[config.mk]
export PLATFORM = sky130hd
export DESIGN_NAME = interrupt_priority_control
export DESIGN_NICKNAME = d
export VERILOG_FILES = /design/src/rtl/pic_pkg.sv /design/src/rtl/pic_priority_resolver.sv /design/src/rtl/interrupt_priority_control.sv
export SDC_FILE = /design/constraint.sdc
export NUM_CORES = 1
export LEC_CHECK = 0
export CAP_MARGIN = 10
export CORE_ASPECT_RATIO = 0.6
export CORE_UTILIZATION = 40
export CTS_BUF_LIST = sky130_fd_sc_hd__clkbuf_2
export DETAILED_ROUTE_END_ITERATION = 7
export PLACE_DENSITY = 0.72
export SYNTH_ARGS = -nofsm -noshare
export SYNTH_HDL_FRONTEND = slang
export SYNTH_SLANG_ARGS = --single-unit
[constraint.sdc]
create_clock -name clk -period 13.3 [get_ports clk]
set_clock_uncertainty 0.2 [all_clocks]
set_input_delay 2.66 -clock clk [delete_from_list [all_inputs] [get_ports clk]]
set_output_delay 2.66 -clock clk [all_outputs]
set_load 0.02 [all_outputs]
[src/rtl/pic_pkg.sv]
// Shared types and helpers for the PIC acknowledge/priority sequencer.
package pic_pkg;

  localparam int NUM_IR  = 8;
  localparam int LEVEL_W = 3;
  localparam logic [LEVEL_W-1:0] SPUR_LEVEL = 3'd7;

  typedef enum logic [1:0] {
    IDLE  = 2'd0,
    ACK1  = 2'd1,
    WAIT2 = 2'd2
  } pic_state_e;

  function automatic logic [NUM_IR-1:0] level_onehot(input logic [LEVEL_W-1:0] lvl);
    level_onehot      = '0;
    level_onehot[lvl] = 1'b1;
  endfunction

endpackage

[src/rtl/pic_priority_resolver.sv]
// Rotating priority encoder: the level just above lp has highest priority,
// descending with wrap-around down to lp itself.
module pic_priority_resolver
  import pic_pkg::*;
(
  input  logic [NUM_IR-1:0]  vec,
  input  logic [LEVEL_W-1:0] lp,
  output logic               found,
  output logic [LEVEL_W-1:0] level
);

  logic [LEVEL_W-1:0]  start;
  logic [2*NUM_IR-1:0] dbl;
  logic [NUM_IR-1:0]   rot;
  logic [LEVEL_W-1:0]  idx;

  always_comb begin
    start = lp + 3'd1;
    dbl   = {vec, vec};
    // rot[i] holds the level that is i steps below the highest priority
    rot   = dbl[start +: NUM_IR];
    idx   = '0;
    for (int i = NUM_IR - 1; i >= 0; i--) begin
      if (rot[i]) idx = LEVEL_W'(i);
    end
    found = |vec;
    level = start + idx;
  end

endmodule

[src/rtl/interrupt_priority_control.sv]
// PIC sequencer: request resolution, two-pulse INTA handshake, ISR/EOI and rotation.
// Define PIC_AUTO_EOI_EN to add the auto_eoi port (ISR bit cleared in the vector cycle).
module interrupt_priority_control
  import pic_pkg::*;
(
  input  logic                 clk,
  input  logic                 reset,
  input  logic [NUM_IR-1:0]    interrupt_req_reg,
  input  logic [NUM_IR-1:0]    interrupt_mask,
  input  logic [4:0]           vector_base,
  input  logic                 inta_pulse,
  input  logic                 eoi_valid,
  input  logic                 eoi_specific,
  input  logic [LEVEL_W-1:0]   eoi_level,
  input  logic                 rotate_on_eoi,
`ifdef PIC_AUTO_EOI_EN
  input  logic                 auto_eoi,
`endif
  output logic                 int_out,
  output logic                 freeze,
  output logic [NUM_IR-1:0]    clear_interrupt_req,
  output logic [NUM_IR-1:0]    in_service_reg,
  output logic [7:0]           vector_out,
  output logic                 vector_valid
);

  pic_state_e         state_q, state_d;
  logic [LEVEL_W-1:0] win_q, win_d;
  logic               spur_q, spur_d;
  logic [NUM_IR-1:0]  isr_q, isr_d;
  logic [LEVEL_W-1:0] lp_q, lp_d;
  logic               int_out_q, int_out_d;
  logic [7:0]         vector_out_q, vector_out_d;
  logic               vector_valid_q, vector_valid_d;

  logic [NUM_IR-1:0]  eligible;
  logic               req_found, isr_found;
  logic [LEVEL_W-1:0] req_level, isr_level;
  logic [LEVEL_W-1:0] req_rank, isr_rank;
  logic               ack_set, vector_fire, auto_hit, eoi_hit;
  logic [LEVEL_W-1:0] eoi_target;

  assign eligible = interrupt_req_reg & ~interrupt_mask;

  pic_priority_resolver u_req_res (
    .vec   (eligible),
    .lp    (lp_q),
    .found (req_found),
    .level (req_level)
  );

  pic_priority_resolver u_isr_res (
    .vec   (isr_q),
    .lp    (lp_q),
    .found (isr_found),
    .level (isr_level)
  );

  // State register
  always_ff @(posedge clk) begin
    if (reset) state_q <= IDLE;
    else       state_q <= state_d;
  end

  // Next-state logic
  always_comb begin
    state_d = state_q;
    case (state_q)
      IDLE:    if (inta_pulse) state_d = ACK1;
      ACK1:    state_d = WAIT2;
      WAIT2:   if (inta_pulse) state_d = IDLE;
      default: state_d = IDLE;
    endcase
  end

  // FSM-derived strobes
  always_comb begin
    freeze              = (state_q != IDLE);
    ack_set             = (state_q == ACK1) && !spur_q;
    clear_interrupt_req = ack_set ? level_onehot(win_q) : '0;
    vector_fire         = (state_q == WAIT2) && inta_pulse;
  end

  // Datapath: winner latch, ISR, rotation pointer, int_out and vector
  always_comb begin
    win_d  = win_q;
    spur_d = spur_q;
    if (state_q == IDLE && inta_pulse) begin
      win_d  = req_found ? req_level : SPUR_LEVEL;
      spur_d = !req_found;
    end

`ifdef PIC_AUTO_EOI_EN
    auto_hit = vector_fire && auto_eoi && !spur_q;
`else
    auto_hit = 1'b0;
`endif

    // A non-specific EOI with an empty ISR lands on a clear bit and is a no-op
    eoi_target = eoi_specific ? eoi_level : isr_level;
    eoi_hit    = eoi_valid && isr_q[eoi_target];

    isr_d = isr_q;
    lp_d  = lp_q;
    if (eoi_hit) begin
      isr_d = isr_d & ~level_onehot(eoi_target);
      if (rotate_on_eoi) lp_d = eoi_target;
    end
    if (auto_hit) begin
      isr_d = isr_d & ~level_onehot(win_q);
      if (rotate_on_eoi) lp_d = win_q;
    end
    // The acknowledge set is applied last so it beats a same-cycle EOI
    if (ack_set) isr_d = isr_d | level_onehot(win_q);

    // Ranks relative to the highest-priority slot; smaller is more urgent
    req_rank  = req_level - (lp_q + 3'd1);
    isr_rank  = isr_level - (lp_q + 3'd1);
    int_out_d = req_found && (!isr_found || (req_rank < isr_rank))
                && (state_q != ACK1) && (state_d != ACK1);

    vector_valid_d = vector_fire;
    vector_out_d   = vector_fire ? {vector_base, win_q} : vector_out_q;
  end

  always_ff @(posedge clk) begin
    if (reset) begin
      win_q          <= '0;
      spur_q         <= 1'b0;
      isr_q          <= '0;
      lp_q           <= 3'd7;
      int_out_q      <= 1'b0;
      vector_out_q   <= '0;
      vector_valid_q <= 1'b0;
    end else begin
      win_q          <= win_d;
      spur_q         <= spur_d;
      isr_q          <= isr_d;
      lp_q           <= lp_d;
      int_out_q      <= int_out_d;
      vector_out_q   <= vector_out_d;
      vector_valid_q <= vector_valid_d;
    end
  end

  assign int_out        = int_out_q;
  assign in_service_reg = isr_q;
  assign vector_out     = vector_out_q;
  assign vector_valid   = vector_valid_q;

endmodule

### After elaboration in Yosys (flattened, before gate mapping)

Cells that the tools add are included.

* flip-flop bits (word level): 27
* output and inout bits: 27
* logic and storage cells: 77

* order comparisons: 5
* multiplexer cells: 30
* shift-type cells: 2
* add/subtract/negate cells: 5
* reduce and logical (&&, ||, !) cells: 18
* equality and inequality tests: 4
* bitwise logic cells: 5

Operators by type and width (count)
* 3-bit 2-to-1 mux: 18
* 16-bit by 4-bit indexed part select with 8-bit output: 2
* 8-bit 2-to-1 mux: 3
* 8-bit AND: 2
* 8-bit NOT: 2
* 8-bit OR reduction: 2
* 1-bit logical AND: 9
* 3-bit by 4-bit < comparator with 1-bit output (second input constant): 2
* 8-bit OR: 1
* 3-bit adder: 2
* 1-bit demux with 3-bit select: 2
* 3-bit by 1-bit >= comparator with 1-bit output (second input constant): 2
* 2-bit one-hot mux with 3 select lines: 1
* 3-bit subtractor: 2
* 2-bit 2-to-1 mux: 2
* 2-bit by 1-bit inequality test with 1-bit output (second input constant): 2
* 3-bit by 1-bit adder with 3-bit output (second input constant): 1
* 1-bit binary-select mux with 3-bit select: 1
* 1-bit logical NOT: 3
* 3-bit < comparator: 1
* 1-bit 2-to-1 mux: 3
* 2-bit by 1-bit equality test with 1-bit output (second input constant): 1
* 2-bit equality test (second input constant): 1
* 2-bit logical NOT: 1
* other kinds (3): 3

### Depth between registers and ports, before layout

* depth in word-level cells: 21
* mapped depth: 20

### By module

A second synthesis with hierarchy kept.

* cells, all modules: 264
* area total of the unflattened synthesis: 2452.4 um2

Modules (own cells, without submodules)
* interrupt_priority_control: sequential area each 540.5 um2, cells each 174, area an instance 1531.5 um2, times used 1
* pic_priority_resolver: sequential area each 0.0 um2, cells each 45, area an instance 460.4 um2, times used 2

### Worst setup path after synthesis

No wires, ideal clock.

* path kind: input -> register
* start: input interrupt_mask[6]
* end: register int_out_q, in the netlist int_out
* cell stages on the path: 17
* data arrival time: 6081 ps
* slack: 6927 ps
* library setup time: 92 ps
* buffers on the path: 0
* data required time: 13008 ps
* cells stage by stage: nand2b_1 > mux4_2 > mux2i_1 > nand2b_1 > nand3_1 > o211ai_1 > o311ai_0 > ha_1 > fa_1 > inv_1 > fa_1 > inv_1 > ha_1 > a21o_1 > a21oi_1 > a21oi_1 > nor4_1

* word-level cells in the longest chain between the ends: 18
* elaborated cells on any way between the ends: 19
* those cells by class: 2 x add/sub; 1 x order compare; 1 x shift; 8 x mux; 2 x bitwise; 5 x reduce/logical

RTL lines
* start, declared: line interrupt_priority_control.sv:9 `input logic [NUM_IR-1:0] interrupt_mask,`
* 8-bit NOT (*): line interrupt_priority_control.sv:43 `assign eligible = interrupt_req_reg & ~interrupt_mask;`
* 8-bit AND (*): line interrupt_priority_control.sv:43
* 16-bit by 4-bit indexed part select with 8-bit output: line pic_priority_resolver.sv:21 `rot = dbl[start +: NUM_IR];`
* 3-bit 2-to-1 mux (8 in series): line pic_priority_resolver.sv:24 `if (rot[i]) idx = LEVEL_W'(i);`
* 3-bit adder: line pic_priority_resolver.sv:27 `level = start + idx;`
* 3-bit subtractor: line interrupt_priority_control.sv:117 `req_rank = req_level - (lp_q + 3'd1);`
* 3-bit < comparator: line interrupt_priority_control.sv:119 `int_out_d = req_found && (!isr_found || (req_rank < isr_rank))`
* 1-bit logical OR: line interrupt_priority_control.sv:119
* 1-bit logical AND (*): line interrupt_priority_control.sv:119
* 1-bit logical AND (*) (2 in series): line interrupt_priority_control.sv:120 `&& (state_q != ACK1) && (state_d != ACK1);`
* end signal, assigned: line interrupt_priority_control.sv:140 `int_out_q <= int_out_d;`
* end, declared: line interrupt_priority_control.sv:32 `logic int_out_q, int_out_d;`

Every way passes the cells marked *; elsewhere a longest branch is shown, timed or not.
A chain may end at the register's enable or synchronous reset.

### Final worst setup path

* start: input interrupt_mask[3]
* end: register int_out_q, in the netlist int_out

The elaborated chain is that of the path after synthesis.

==> summary.md <==
| Metric | Value |
|---|---|
| Seq/Total Area, Yosys | 20.9% |
| Gr usage total | 21.9% |
| Via count | 2608 |
| Worst-path clk slew | 0.23 ns |
| XOR/XNOR Fraction of Synth Area | 2.81% |
| Layout net count | 404 |
| Combinational power share | 42.0% |
| Synthesized Nets | 361 |
| Critical Path Start | interrupt_mask[3] |
| Pwr/cell area | 65.6 nW/um2 |
| Total power draw | 210 uW |
| Hold Crit Start | state_q[1]$_SDFF_PP0_ |
| Row cnt | 22 |
| Port-buffer cells | 56 |
| GRT Residual Overflow | 0 |
| Number of synthesized flops with an enable pin | 0 |
| RSZ-0062 raised after global routing | false |
| TritonRoute pass-1 iters | 5 |
| Clock sink count | 27 |
| Synth area leaders | dfxtp_1 21%, mux4_2 9.6%, mux2i_1 8.9%, nor2_1 5.4%, a21oi_1 4.6% |
| First-pass GRT wire length | 12100 um |
| Flop pwr share | 43.0% |
| Compound-gate portion of the synthesized area | 18.8% |
| Yosys cell types | 53 |
| Layout Cells excl Fill | 447 |
| Relative slew slack | 31.7% |
| Drt total wl | 7220 um |
| RR Startpoint | lp_q[0]$_SDFFE_PP1P_ |
| Area share of fa/ha/maj cells after synthesis | 6.00% |
| Peak VDD IR | 35.3 uV |
| Hold Path Class | flip-flop to flip-flop |
| Setup TNS | 0 ns |
| Max clock buf depth | 2 |
| Post-CTS Setup Bufs | 0 |
| Share of post-route cells with drive strength above 1 | 7.71% |
| CTS hold repair buffers | 0 |
| Number of buffers created by CTS | 3 |
| Outcome | completed |
| Max Clock Freq | 147 MHz |
| Final Hold Viols | 0 |
| YS warnings | 0 |
| Resize count post-CTS | 0 |
| Slew of the pin with the lowest slew margin | 1.02 ns |
| Remaining DRCs | 0 |
| Detail Route Antenna Nets | 0 |
| Die ar. | 6800 um2 |
| Synth Flop Type | dfxtp_1 |
| Iteration-0 DRC count of the detailed router | 240 |
| Die Ht | 64.3 um |
| Largest family of logic cells by synthesized area | simple AND/OR/NAND/NOR gates |
| Synth top area share | 20.9% |
| Synth top cells by count | 37 x nor2_1, 27 x dfxtp_1, 24 x a21oi_1 |
| RePlAce Congestion | 0.879 |
| Post-Syn Instances | 321 |
| Synth Area in Simple Gates | 23.7% |
| HPWL Detailed | 5450 um |
| Maxcap violations | 0 |
| Fillcell total | 607 |
| Max Transition Viols Final | 0 |
| Via-to-Cell Ratio | 5.83 |
| Initial antenna violation count | 0 |
| Worst-Skew Late Latency | 0.35 ns |
| Top-count cell post-synth | nor2_1 |
| Internal power consumption | 135 uW |
| Critical path capture point type | flip-flop |
| Tcrit/Tclk final | 51.1% |
| Area grow syn2layout | 23.7% |
| Vias in the first global route | 2471 |
| Worst Path Required | 13.38 ns |
| Ports | 57 |
| Avg Cell Area, Syn | 8.05 um2 |
| Die width | 106 um |
| Mux contribution to synthesized area | 21.5% |
| CTS tree | built |
| H-tree Lvls | 1 |
| Crit-path max FO | 4 |
| #FFs+latches synth | 27 |
| Crit path kind | primary input to flip-flop |
| Sw Ratio | 35.7% |
| Routed WL per cell | 16.2 um |
| Clock Tree Root | clkbuf_2 |
| Starting Density | 41.9% |
| Largest net degree at the start of global routing | 37 |
| CP startpoint kind | primary input |
| CORE AREA | 6170 um2 |
| Mapped cell area | 2580 um2 |
| Asr flop ratio synth | 0% |
| Antenna cells | 0 |
| Leak | 0.00128 uW |
| Yosys top cell by area | dfxtp_1 |
| Fin crit period | 6.80 ns |
| # setup viols final | 0 |
| Critical Path AT | 6.88 ns |
| Clock Power Share | 15.0% |
| Cell count after placement | 443 |
| Switching power | 74.9 uW |
power groups by stage:
| stage | Clock (uW) | Combinational, uW | Sequential, uW |
|---|---|---|---|
| 6_report | 31.5 | 88.1 | 90.1 |
| 5_1_grt | 36.6 | 96.7 | 90.8 |
| 4_1_cts | 32.7 | 87.2 | 90.0 |
| 3_5_place_dp | 0 | 86.9 | 91.4 |
| 3_3_place_gp | 0 | 84.4 | 91.4 |
| 2_1_floorplan | 0 | 59.9 | 90.6 |
cell families after synthesis:
family / Yosys count
mux: 41
buf+inv: 40
flops: 27
compound gates: 74
fa+ha+maj: 10
xor+xnor: 5
simple gates: 124
metrics by stage:
step / utilization [%] / hold WS [ns] / setup WS (ns) / area (um2)
2_1_floorplan: - / 0.250 / 6.93 / 2580
3_3_place_gp: 51.5 / 0.271 / 6.34 / 3180
3_5_place_dp: 51.5 / 0.285 / 6.15 / 3180
4_1_cts: 51.8 / 0.324 / 6.54 / 3200
5_1_grt: 51.8 / 0.348 / 6.30 / 3200
6_report: 51.8 / 0.320 / 6.50 / 3200
final timing paths:
check | end | slack [ns] | depth (start not counted)
max | int_out$_SDFF_PP0_ | 6.50 | 18
min | state_q[1]$_SDFF_PP0_ | 0.32 | 2
max reg2reg | int_out$_SDFF_PP0_ | 7.59 | 18
min reg2reg | state_q[1]$_SDFF_PP0_ | 0.32 | 2
metal layers:
metal	vias to the layer above	routed length (um)	part of all wire [%]	global-route usage, %
li1	1249	-	-	-
met1	1240	3610	50	33.1
met2	115	3050	42	31.9
met3	4	535	7.4	5.41
met4	0	34	0.47	2.60
met5	-	0	0	0
worst max-delay path: stages:
cell and delay [ns]:
clkdlybuf4s50_1 0.41, nand2b_1 0.21, mux4_2 0.53, mux2i_1 0.22, nand2b_1 0.14, nand3_1 0.08, o211ai_1 0.12, o311ai_0 0.21
ha_1 0.26, fa_1 0.54, inv_1 0.06, fa_1 0.53, inv_1 0.04, ha_1 0.27, a21o_1 0.15, a21oi_1 0.14
a21oi_1 0.06, nor4_1 0.24
placed cells by master, fill, tap and decap left out, types with 11 or more instances in the layout:
cell	n
nand2_1	22
nor2b_1	13
clkdlybuf4s50_1	56
a21oi_1	24
nor2_1	37
inv_1	20
nand2b_1	13
o21ai_0	14
dfxtp_1	27
mux4_2	11
mux2i_1	23
final cells by class:
class | count | area (um2) | share of cell area [%]
flip-flops and latches | 27 | 541 | 16.9
well taps | 84 | 105 | 3.29
multi-input cells | 254 | 1880 | 58.9
clock buffers | 4 | 20.0 | 0.626
inverters | 21 | 78.8 | 2.47
repair buffers | 57 | 568 | 17.8
Power figures use the tool's default switching activity.
